`config.mk`:
```
export PLATFORM = sky130hd
export DESIGN_NAME = reg_mem_dp
export DESIGN_NICKNAME = d
export VERILOG_FILES = /design/src/rtl/reg_mem_dp.sv
export SDC_FILE = /design/constraint.sdc
export NUM_CORES = 1
export LEC_CHECK = 0
export BUFFER_PORTS_ARGS = -buffer_cell sky130_fd_sc_hd__buf_2
export CAP_MARGIN = 20
export CORE_MARGIN = 2
export CORE_UTILIZATION = 54
export CTS_BUF_LIST = sky130_fd_sc_hd__clkbuf_16
export CTS_CLUSTER_DIAMETER = 200
export DETAILED_ROUTE_END_ITERATION = 8
export PLACE_DENSITY = 0.72
export SLEW_MARGIN = 0
export SYNTH_ARGS = -nofsm -noshare
export SYNTH_HDL_FRONTEND = slang
export SYNTH_SLANG_ARGS = --single-unit
```
`constraint.sdc`:
```
create_clock -name clk -period 2.28 [get_ports clk]
set_clock_uncertainty 0.15 [all_clocks]
set_input_delay 0.228 -clock clk [delete_from_list [all_inputs] [get_ports clk]]
set_output_delay 0.228 -clock clk [all_outputs]
set_load 0.01 [all_outputs]
```
`src/rtl/reg_mem_dp.sv`:
```
// ---------------------------------------------------------------------------
// reg_mem_dp
// Register-based memory with one write port, one registered read port and a
// sequential whole-array clear. After reset, and after every clr request, the
// array is walked one word per clock and written with zero; while that walk is
// running the block reports busy and ignores read/write requests.
//
// Ports
//   clk    in   1           single clock, rising edge
//   rst    in   1           synchronous active-high reset (starts a clear)
//   wen    in   1           write request
//   waddr  in   ADDR_BITS   write address
//   wdata  in   DATA_WIDTH  write data
//   ren    in   1           read request
//   raddr  in   ADDR_BITS   read address
//   rdata  out  DATA_WIDTH  registered read data, held between reads
//   rvalid out  1           one-cycle strobe marking a fresh rdata
//   clr    in   1           one-cycle request to zero the whole array
//   busy   out  1           array is being cleared, requests dropped
// ---------------------------------------------------------------------------
module reg_mem_dp #(
    parameter int DATA_WIDTH  = 8,
    parameter int ADDR_BITS   = 4,
    parameter int READ_BYPASS = 1
) (
    input  logic                  clk,
    input  logic                  rst,
    input  logic                  wen,
    input  logic [ADDR_BITS-1:0]  waddr,
    input  logic [DATA_WIDTH-1:0] wdata,
    input  logic                  ren,
    input  logic [ADDR_BITS-1:0]  raddr,
    output logic [DATA_WIDTH-1:0] rdata,
    output logic                  rvalid,
    input  logic                  clr,
    output logic                  busy
);

    localparam int DEPTH = 2 ** ADDR_BITS;

    typedef enum logic [0:0] {
        ST_IDLE  = 1'b0,
        ST_CLEAR = 1'b1
    } state_t;

    state_t                r_state;
    state_t                w_state_nxt;
    logic [ADDR_BITS-1:0]  r_ptr;
    logic [ADDR_BITS-1:0]  w_ptr_nxt;
    logic [DATA_WIDTH-1:0] r_mem [0:DEPTH-1];
    logic [DATA_WIDTH-1:0] r_rdata;
    logic                  r_rvalid;
    logic                  w_idle_free;
    logic                  w_wr_acc;
    logic                  w_rd_acc;
    logic                  w_bypass_hit;

    // Requests are accepted only in IDLE and only when no clear is being requested.
    always_comb begin
        w_idle_free  = (r_state == ST_IDLE) && !clr;
        w_wr_acc     = w_idle_free && wen;
        w_rd_acc     = w_idle_free && ren;
        w_bypass_hit = (READ_BYPASS != 0) && w_wr_acc && (waddr == raddr);
    end

    // Next-state and clear-pointer logic for the IDLE/CLEAR controller.
    always_comb begin
        w_state_nxt = r_state;
        w_ptr_nxt   = r_ptr;
        case (r_state)
            ST_IDLE: begin
                if (clr) begin
                    w_state_nxt = ST_CLEAR;
                    w_ptr_nxt   = {ADDR_BITS{1'b0}};
                end else begin
                    w_state_nxt = ST_IDLE;
                end
            end
            ST_CLEAR: begin
                // ptr wraps to 0 naturally on the last word
                w_ptr_nxt = r_ptr + ADDR_BITS'(1);
                if (r_ptr == {ADDR_BITS{1'b1}}) begin
                    w_state_nxt = ST_IDLE;
                end else begin
                    w_state_nxt = ST_CLEAR;
                end
            end
            default: begin
                w_state_nxt = ST_IDLE;
                w_ptr_nxt   = {ADDR_BITS{1'b0}};
            end
        endcase
    end

    // Controller state register; reset parks the FSM in CLEAR at word 0.
    always_ff @(posedge clk) begin
        if (rst) begin
            r_state <= ST_CLEAR;
            r_ptr   <= {ADDR_BITS{1'b0}};
        end else begin
            r_state <= w_state_nxt;
            r_ptr   <= w_ptr_nxt;
        end
    end

    // Array write port: the clear walk owns the port while in CLEAR.
    always_ff @(posedge clk) begin
        if (!rst) begin
            if (r_state == ST_CLEAR) begin
                r_mem[r_ptr] <= {DATA_WIDTH{1'b0}};
            end else if (w_wr_acc) begin
                r_mem[waddr] <= wdata;
            end
        end
    end

    // Registered read port; rdata holds its value whenever no read is accepted.
    always_ff @(posedge clk) begin
        if (rst) begin
            r_rdata  <= {DATA_WIDTH{1'b0}};
            r_rvalid <= 1'b0;
        end else if (w_rd_acc) begin
            r_rdata  <= w_bypass_hit ? wdata : r_mem[raddr];
            r_rvalid <= 1'b1;
        end else begin
            r_rvalid <= 1'b0;
        end
    end

    assign rdata  = r_rdata;
    assign rvalid = r_rvalid;
    assign busy   = (r_state == ST_CLEAR);

endmodule

```
==> run metrics, run 1 <==
IO Count 31; GRT overflow 0; Yosys reg bits 142; Slew Viols, Final 0; critical path class reg -> reg; Layout area overhead 20.78%; largest net degree at the start of global routing 24; Syn Nets 378; die area 11840 um2; gr usage total 24.71%; Synthesis Warnings 0; mapped cell area 5931 um2; TritonCTS clock tree done; Skew-Pair Late Insertion Delay 0.41 ns; Final period util 98.96%; sequential cell area 4125 um2; post-layout minimum cycle time 2.256 ns; # DRC 0; initial antenna violation count 0; Area contributors post-synth edfxtp_1, mux4_2, dfxtp_1; Req. time, crit path 2.16 ns; vias in the first global route 3530; Die Span X 108.8 um; Final setup violation count 0; VDD IR max 447.4 uV; Synth top area share 64.81%; I/O Buffers 30; CTS Root Cell clkbuf_16; area occupied by multi-input gates 1765 um2; first-pass GRT wire length 20420 um; WHS Path Cells 3; status finished, final reports clean; Worst Path Arrival 2.14 ns; Iter 0 DRT Violations 327; n_diodes 0; slew at the pin with the worst max-slew slack 0.7244 ns; HP Class in -> reg; global placer's final weighted congestion 0.9712; Distinct cells, synth 36; layout cell share with drive strength beyond 1 36.38%; CTS Sinks 142; initial cell density of the core 54.95%; H-tree levels 4; slew margin rel. 51.53%; CTS Buffer Depth 2; drt first pass iters 5; clk slew on worst S/H paths 0.06 ns; Routed wire per std cell 23.34 um; Post-Synthesis Cells 356; MaxCap Viol Count 0; Detailed Place HPWL 9011 um; RSZ-0062 raised after global routing yes; total CTS buffers 17; Routed WL 13470 um; vias 3478; startpoint type of the worst setup path flip-flop; DRT antenna net count 0; R2R cell count 6; Final nets 446; Fmax achieved 443.2 MHz; total power 5.775 mW; Synth area leader edfxtp_1; utilization after layout 66.37%; Fill cells 707; die height 108.8 um; post-route setup slack 0.02377 ns; setup tns final 0 ns; final hold vios 0; post-synthesis sequential area ratio 69.54%; # rows 38; CP Max Fanout 8; Vias/cell 6.028; core footprint 10790 um2; CP Capture Type flip-flop; Lkg Pwr 2.276 nW; Setup WS pre-CTS -0.09979 ns; Power Density 806.2 nW/um2; synthesized area per cell 16.66 um2
==> cell usage after synthesis (all sizes together) <==
cell type	n
a31oi	5
o21ai	12
nor4b	2
inv	14
a41oi	2
or2	1
mux2	2
a211oi	8
a221oi	1
a21oi	8
a31o	1
nor3b	3
nor2	30
a32oi	8
a221o	1
nor4bb	1
mux4	32
mux2i	11
xor2	2
o221ai	1
nor2b	8
buf	11
xnor2	4
nor3	3
o31ai	7
clkbuf	10
nand2	22
nand3	1
nand2b	1
dfxtp	14
nand3b	1
ha	1
edfxtp	128
==> cell families after synthesis <==
logic type                 Yosys count  share of synthesized area (%)
DFF                                142                          69.54
and+or+nand+nor                     73                          5.907
AOI/OAI and AO/OA                   54                          6.498
muxes                               45                          14.39
buffers and inverters               35                          2.574
xor gates and xnor gates             6                         0.8861
adders and majority gates            1                         0.2109
==> power breakdown <==
part	switching, mW	leakage, nW	internal (mW)
clock	1.00	0.276	1.58
sequential	0.0164	1.11	2.84
combinational	0.185	0.892	0.150
==> metal layers <==
layer  part of all wire (%)  track usage (%)  up-vias
met1                     42            33.31     1771
met5                      0                0        -
li1                       -                -     1546
met4                    2.7            11.63        0
met3                    7.7            6.635       24
met2                     47            37.86      137
==> critical path, cell delays in order (launching register included) <==
cell,delay (ns)
dfxtp_2,0.40
nor4b_4,0.06
buf_4,0.16
buf_4,0.15
nor3b_1,0.27
a31oi_2,0.11
nor2_1,0.58
==> flip-flops by register name, summed over array words and instances, names as in the netlist <==
signal / cells
busy: 1
rvalid: 1
rdata: 8
r_mem: 128
r_ptr: 4
==> what timing repair did <==
action,in CTS,in global routing
setup buffers,0,1
hold buffers,0,0
endpoints found under the hold margin,0,0
pin swaps,0,2
gates resized for setup,3,4
setup endpoints to repair,39,112
==> final timing paths <==
| path | start | to | slack, ns |
|---|---|---|---|
| min reg2reg | rdata[0] | rdata[0] | 0.33 |
| max reg2reg | busy | r_mem[14][3] | 0.02 |
| min | rst | r_ptr[0] | 0.08 |
| max | busy | r_mem[14][3] | 0.02 |
==> placed cells by master (no fill, tap or decap), drive strengths merged, types with 3 or more instances in the layout <==
master,synthesis,layout
edfxtp,128,128
buf,11,70
mux4,32,32
nor2,30,30
nand2,22,22
clkbuf,10,17
inv,14,16
dfxtp,14,14
o21ai,12,12
mux2i,11,11
a21oi,8,8
nor2b,8,8
a32oi,8,8
a211oi,8,8
clkinv,0,8
o31ai,7,7
a31oi,5,5
xnor2,4,4
nor3,3,3
nor3b,3,3
clkinvlp,0,3
==> through the flow <==
stage                     instance area (um2)  hold slack [ns]  cells
after floorplan                          6028           0.2946    356
after global placement                   6581           0.3028    544
after detailed placement                 6581           0.3105    544
after CTS                                7146          0.06592    576
after global routing                     7163          0.07616    577
final                                    7163          0.07509    577
==> area by class of cell <==
| class | instances | area share (%) |
|---|---|---|
| sequential | 142 | 57.59 |
| inverter | 14 | 0.7336 |
| multi-input combinational | 179 | 24.65 |
| timing repair buffer | 70 | 6.812 |
| clock buffer | 17 | 5.939 |
| tap | 140 | 2.445 |
| clock inverter | 15 | 1.834 |
No activity file was read; power rests on OpenSTA's default activity.
==> run 2, diff against run 1 <==
--- a/config.mk
+++ b/config.mk
@@ -5,6 +5,7 @@
 export SDC_FILE = /design/constraint.sdc
 export NUM_CORES = 1
 export LEC_CHECK = 0
+export ABC_AREA = 1
 export BUFFER_PORTS_ARGS = -buffer_cell sky130_fd_sc_hd__buf_2
 export CAP_MARGIN = 20
 export CORE_MARGIN = 2
@@ -12,7 +13,7 @@
 export CTS_BUF_LIST = sky130_fd_sc_hd__clkbuf_16
 export CTS_CLUSTER_DIAMETER = 200
 export DETAILED_ROUTE_END_ITERATION = 8
-export PLACE_DENSITY = 0.72
+export PLACE_DENSITY = 0.71
 export SLEW_MARGIN = 0
 export SYNTH_ARGS = -nofsm -noshare
 export SYNTH_HDL_FRONTEND = slang
==> run metrics, run 2 <==
TritonCTS clock tree done; CTS Root Cell clkbuf_16; Non-Filler Instances 801 (+39%); Layout area overhead 17.74%; Req. time, crit path 2.26 ns (+0.10 ns); Synth top area share 62.22% (-2.6 points); async set-or-reset flop fraction in the synthesized netlist 0% (unchanged); status finished, final reports clean; Yosys reg bits 142 (unchanged); NetSw 1.305 mW (+8.3%); Routed WL 14810 um (+10%); WHS Path Cells 4 (+1); final hold vios 0 (unchanged); clock share of power 47.4% (+2.6 points); vias 4508 (+30%); Slew Viols, Final 0 (unchanged); hold_buf cts 0 (unchanged); CP Max Fanout 8 (unchanged); Detailed Place HPWL 9652 um (+7.1%); post-synthesis sequential area ratio 66.76% (-2.8 points); HP Class in -> reg; vias in the first global route 4334 (+23%); Post-synth EDFFs 128 (unchanged); Syn Nets 614 (+62%); largest net degree at the start of global routing 66 (+180%); Final setup violation count 0 (unchanged); CP Capture Type flip-flop; top-count cell post-synth nand2_1; Pint 4.760 mW (+4.2%); Synthesis Warnings 0 (unchanged); Routed wire per std cell 18.49 um (-21%); Die Span X 111.0 um (+2.0%); Switching Share 21.52% (+0.64 points); critical path class reg -> reg; sequential share of power 46.9% (-2.5 points); mapped cell area 6177 um2 (+4.2%); most frequent cells in the layout nand2_1, edfxtp_1, nand3_1, inv_1, buf_2; die area 12310 um2 (+4.0%); n_diodes 0 (unchanged); CTS Buffer Depth 2 (unchanged); slew margin rel. 68.69% (+17 points); Final nets 667 (+50%); synthesized area per cell 10.43 um2 (-37%); Power Density 833.9 nW/um2 (+3.4%); IO Count 31 (unchanged); # DRC 0 (unchanged); setup bufs post-CTS 0 (unchanged); Vias/cell 5.628 (-6.6%); VDD IR max 619.4 uV (+38%); Synth top cells by count nand2_1, edfxtp_1, nand3_1; H-tree levels 4 (unchanged); global placer's final weighted congestion 0.8634 (-11%); Post-Synthesis Cells 592 (+66%); placed cells 769 (+41%); PostCTS Resize Cnt 0 (-3); gr usage total 25.16% (+0.45 points); die height 111.0 um (+2.0%); Final period util 90.67% (-8.3 points); clk slew on worst S/H paths 0.06 ns (about the same); Lkg Pwr 3.036 nW (+33%); first-pass GRT wire length 23230 um (+14%); core footprint 11270 um2 (+4.4%); ys flop type edfxtp_1; initial antenna violation count 0 (unchanged); slew at the pin with the worst max-slew slack 0.4691 ns (-0.2552 ns); setup tns final 0 ns (unchanged); max reg flops 128 (unchanged); CTS Sinks 142 (unchanged); Worst Path Arrival 2.04 ns (-0.10 ns); Distinct cells, synth 29 (-19%); GRT overflow 0 (unchanged); Iter 0 DRT Violations 603 (+84%); Comb power frac 5.7% (about the same); startpoint type of the worst setup path flip-flop; drt first pass iters 5 (unchanged); Fmax achieved 483.7 MHz (+9.1%); most flop-heavy register r_mem; Skew-Pair Late Insertion Delay 0.42 ns (about the same); RSZ-0062 raised after global routing no; Synth area leader edfxtp_1; DRT antenna net count 0 (unchanged); # rows 39 (+2.6%); post-layout minimum cycle time 2.067 ns (-0.1889 ns); I/O Buffers 30 (unchanged); initial cell density of the core 54.80% (-0.15 points); layout cell share with drive strength beyond 1 16.87% (-20 points); most common cell after layout, fill and taps aside nand2_1; total CTS buffers 17 (unchanged); Area contributors post-synth edfxtp_1, nand2_1, nand3_1; R2R cell count 5 (-1); MaxCap Viol Count 0 (unchanged)
## run 2: cell count changes in the layout (fill, tap and decap cells not counted), sizes merged, moves of 10 or more
cell / previous run / this run
buf: 70 / 60
nand3: 1 / 116
mux2i: 11 / 0
mux4: 32 / 0
nand2: 22 / 220
inv: 16 / 33
## run 2: metal layers
layer  global-route usage [%]  vias up  routed length (um)
met3                    6.288       32                1280
met4                    9.917        0                 346
met5                        0        -                   0
li1                         -     2132                   -
met2                    39.80      223                7147
met1                    33.79     2121                6040
## run 2: area by class of cell
cell class              instances  area (um2)
multi-input cells             390        1804
repair buffers                 60       412.9
fillers                       887        3999
clock inverters                15       195.2
flip-flops and latches        142        4124
clock buffers                  17       425.4
well taps                     143       178.9
inverters                      34       132.6
## run 2: power groups by stage
stage / Sequential [mW] / Combinational, mW / Clock [mW]
6_report: 2.84 / 0.346 / 2.87
5_1_grt: 2.85 / 0.383 / 3.02
4_1_cts: 2.84 / 0.343 / 2.90
3_5_place_dp: 2.90 / 0.340 / 0
3_3_place_gp: 2.90 / 0.334 / 0
2_1_floorplan: 2.90 / 0.235 / 0
## run 2: through the flow
step	total power, mW	hold WS, ns	utilization [%]	area [um2]	worst slack [ns]
4_1_cts	6.089	0.004727	64.52	7273	0.2315
2_1_floorplan	3.131	0.1565	-	6177	0.3250
6_report	6.065	0.01317	64.52	7273	0.2127
3_3_place_gp	3.232	0.3031	59.02	6653	0.2877
5_1_grt	6.246	0.01473	64.52	7273	0.09825
3_5_place_dp	3.239	0.3077	59.02	6653	0.2739
## run 2: final timing paths
| kind | startpoint | end | slack, ns |
|---|---|---|---|
| setup / recovery | busy | r_mem[1][1] | 0.21 |
| hold / removal | clr | r_ptr[0] | 0.01 |
| setup reg to reg | busy | r_mem[1][1] | 0.21 |
| hold reg to reg | rdata[5] | rdata[5] | 0.32 |
## run 2: kinds of logic after synthesis
logic type | after synthesis | share of synthesized area [%]
flip-flops | 142 | 66.76
AO/OA/AOI/OAI | 18 | 1.661
AND/OR/NAND/NOR | 371 | 27.34
adder cells (fa/ha/maj) | 1 | 0.2025
buffers and inverters | 60 | 4.031
## run 2: critical path: stages (launching register included)
cell     delay [ns]
dfxtp_1        0.52
inv_1          0.15
o21ai_2        0.29
nand3_1        0.28
nor2_1         0.18
buf_4          0.19
==> run 3, diff against run 2 <==
--- a/config.mk
+++ b/config.mk
@@ -8,12 +8,14 @@
 export ABC_AREA = 1
 export BUFFER_PORTS_ARGS = -buffer_cell sky130_fd_sc_hd__buf_2
 export CAP_MARGIN = 20
+export CELL_PAD_IN_SITES_DETAIL_PLACEMENT = 1
+export CELL_PAD_IN_SITES_GLOBAL_PLACEMENT = 1
 export CORE_MARGIN = 2
-export CORE_UTILIZATION = 54
+export CORE_UTILIZATION = 44
 export CTS_BUF_LIST = sky130_fd_sc_hd__clkbuf_16
-export CTS_CLUSTER_DIAMETER = 200
+export CTS_CLUSTER_DIAMETER = 30
 export DETAILED_ROUTE_END_ITERATION = 8
-export PLACE_DENSITY = 0.71
+export PLACE_DENSITY = 0.73
 export SLEW_MARGIN = 0
 export SYNTH_ARGS = -nofsm -noshare
 export SYNTH_HDL_FRONTEND = slang
==> constraint.sdc (replaced) <==
create_clock -name clk -period 1.9 [get_ports clk]
set_clock_uncertainty 0.15 [all_clocks]
set_input_delay 0.19 -clock clk [delete_from_list [all_inputs] [get_ports clk]]
set_output_delay 0.19 -clock clk [all_outputs]
set_load 0.01 [all_outputs]
==> run metrics, run 3 (synthesis gave the netlist of run 2 again) <==
first-pass GRT wire length 25620 um (+10%); hold_buf cts 0 (unchanged); DRT antenna net count 0 (unchanged); Fill cells 1495 (+69%); reg2reg setup slack 0.06 ns (-0.15 ns); Comb power frac 6.8% (+1.1 points); MaxCap Viol Count 0 (unchanged); Switching Share 22.33% (+0.81 points); TritonCTS clock tree done; die height 122.5 um (+10%); Power Density 919.8 nW/um2 (+10%); CTS Root Cell clkbuf_16; sequential share of power 50.2% (+3.3 points); Routed WL 16770 um (+13%); Final period util 96.63% (+6.0 points); critical path class reg -> reg; drt first pass iters 5 (unchanged); Final nets 679 (+1.8%); most frequent cells in the layout nand2_1, edfxtp_1, nand3_1, buf_4; CP Max Fanout 10 (+2); kind of cell adding the most delay to the critical path simple AND/OR/NAND/NOR gates; WHS Path Cells 4 (unchanged); HP Class in -> reg; R2R cell count 11 (+6); fin area 7398 um2 (+1.7%); layout cell share with drive strength beyond 1 19.85% (+3.0 points); # rows 43 (+10%); DR top layer met4; Layout area overhead 19.77%; die area 15000 um2 (+22%); Worst Path Arrival 2.04 ns (about the same); CTS Buffer Depth 2 (unchanged); Skew-Pair Late Insertion Delay 0.42 ns (about the same); global placer's final weighted congestion 0.8457 (-2.1%); clock share of power 43.0% (-4.4 points); Slew Viols, Final 0 (unchanged); DR WL met2 8905 um (+25%); VDD IR max 654.5 uV (+5.7%); met1 WL 6812 um (+13%); Crit. path cell count 11 (+6); I/O Buffers 30 (unchanged); slew at the pin with the worst max-slew slack 0.4155 ns (-0.05365 ns); Fmax achieved 544.7 MHz (+13%); largest net degree at the start of global routing 41 (-38%); critical path's largest stage delay 0.35 ns (-0.17 ns); Buf/Inv on CP 0 (-2); Die Span X 122.5 um (+10%); GRT overflow 0 (unchanged); n_diodes 0 (unchanged); # DRC 0 (unchanged); crit path max-delay cell type dfxtp_2; status finished, final reports clean; total CTS buffers 17 (unchanged); gr usage total 23.91% (-1.3 points); H-tree levels 4 (unchanged); final hold vios 0 (unchanged); met3 wire len 781 um (-39%); RSZ-0062 raised after global routing yes; CTS Sinks 142 (unchanged); vias 4439 (-1.5%); slew margin rel. 72.05% (+3.4 points); NetSw 1.520 mW (+16%); Iter 0 DRT Violations 321 (-47%); clk slew on worst S/H paths 0.06 ns (about the same); Detailed Place HPWL 11480 um (+19%); Pint 5.285 mW (+11%); CP Capture Type flip-flop; IO Count 31 (unchanged); Req. time, crit path 2.10 ns (-0.16 ns); startpoint type of the worst setup path flip-flop; initial cell density of the core 44.85% (-10 points); vias in the first global route 4783 (+10%); DP Area 6819 um2 (+2.5%); Final setup violation count 0 (unchanged); max reg flops 128 (unchanged); Lkg Pwr 3.082 nW (+1.5%); post-layout minimum cycle time 1.836 ns (-0.2314 ns); setup tns final 0 ns (unchanged); initial antenna violation count 0 (unchanged); Vias/cell 5.253 (-6.7%); core footprint 13770 um2 (+22%); Routed wire per std cell 19.85 um (+7.3%); crit-path cells nor2_8 > nand2_8 > nand2_4 > nand2_4 > nand2_2 > nand2_2 > nor2_8 > nand3_4 > nand2_1 > nand3_1 > a21oi_1; most flop-heavy register r_mem; most common cell after layout, fill and taps aside nand2_1
run 3: cell types whose count changed in the layout (fill, tap and decap cells not counted), moves of 3 or more:
cell	change
nand2_1	-6
nand2_2	+4
nand3_1	-4
buf_4	+9
bufinv_16	-3
nand3_2	+4
buf_12	+3
run 3: routing by layer:
| metal | global-route usage [%] | up-vias |
|---|---|---|
| met4 | 11.57 | 0 |
| met5 | 0 | - |
| met2 | 41.56 | 75 |
| met1 | 28.17 | 2193 |
| li1 | - | 2149 |
| met3 | 5.019 | 22 |
run 3: per-stage QoR:
| step | util [%] | power (mW) | hold WS, ns | std cells | setup slack, ns |
|---|---|---|---|---|---|
| 2_1_floorplan | - | 3.757 | 0.1185 | 592 | -0.05501 |
| 4_1_cts | 53.33 | 6.835 | 0.01481 | 844 | 0.02364 |
| 3_5_place_dp | 49.51 | 3.928 | 0.3078 | 817 | -0.08942 |
| 6_report | 53.72 | 6.805 | 0.02328 | 845 | 0.06406 |
| 3_3_place_gp | 49.51 | 3.910 | 0.3023 | 817 | -0.01536 |
| 5_1_grt | 53.72 | 7.021 | 0.04834 | 845 | -0.03819 |
run 3: tightest hold or removal path, delay by kind of cell:
family	cells	cell delay (ns)
compound gates	1	0.06
buf+inv	1	0.15
simple gates	2	0.15
run 3: final timing paths:
path                               start        to
worst min-delay path                 clr  r_ptr[2]
worst max register to register      busy  rdata[7]
worst min register to register  rdata[2]  rdata[2]
worst max-delay path                busy  rdata[7]
run 3: what timing repair did:
action	in CTS	in global routing
setup endpoints to repair	104	136
gates resized for setup	5	14
pin swaps	1	0
endpoints found under the hold margin	0	0
setup buffers	0	1
run 3: final cells by class:
cell class	count	area, um2	area share [%]
Tap cell	180	225.2	3.044
Inverter	34	132.6	1.793
Clock inverter	10	80.08	1.082
Clock buffer	17	425.4	5.750
Sequential cell	142	4125	55.76
Multi-Input combinational cell	390	1869	25.27
Timing Repair Buffer	72	540.5	7.306
run 3: power by group through the flow:
stage,Clock (mW),Sequential (mW),Combinational [mW]
final,2.93,3.41,0.462
after global routing,3.10,3.42,0.510
after CTS,2.97,3.41,0.455
after detailed placement,0,3.48,0.450
after global placement,0,3.48,0.434
after floorplan,0,3.47,0.282
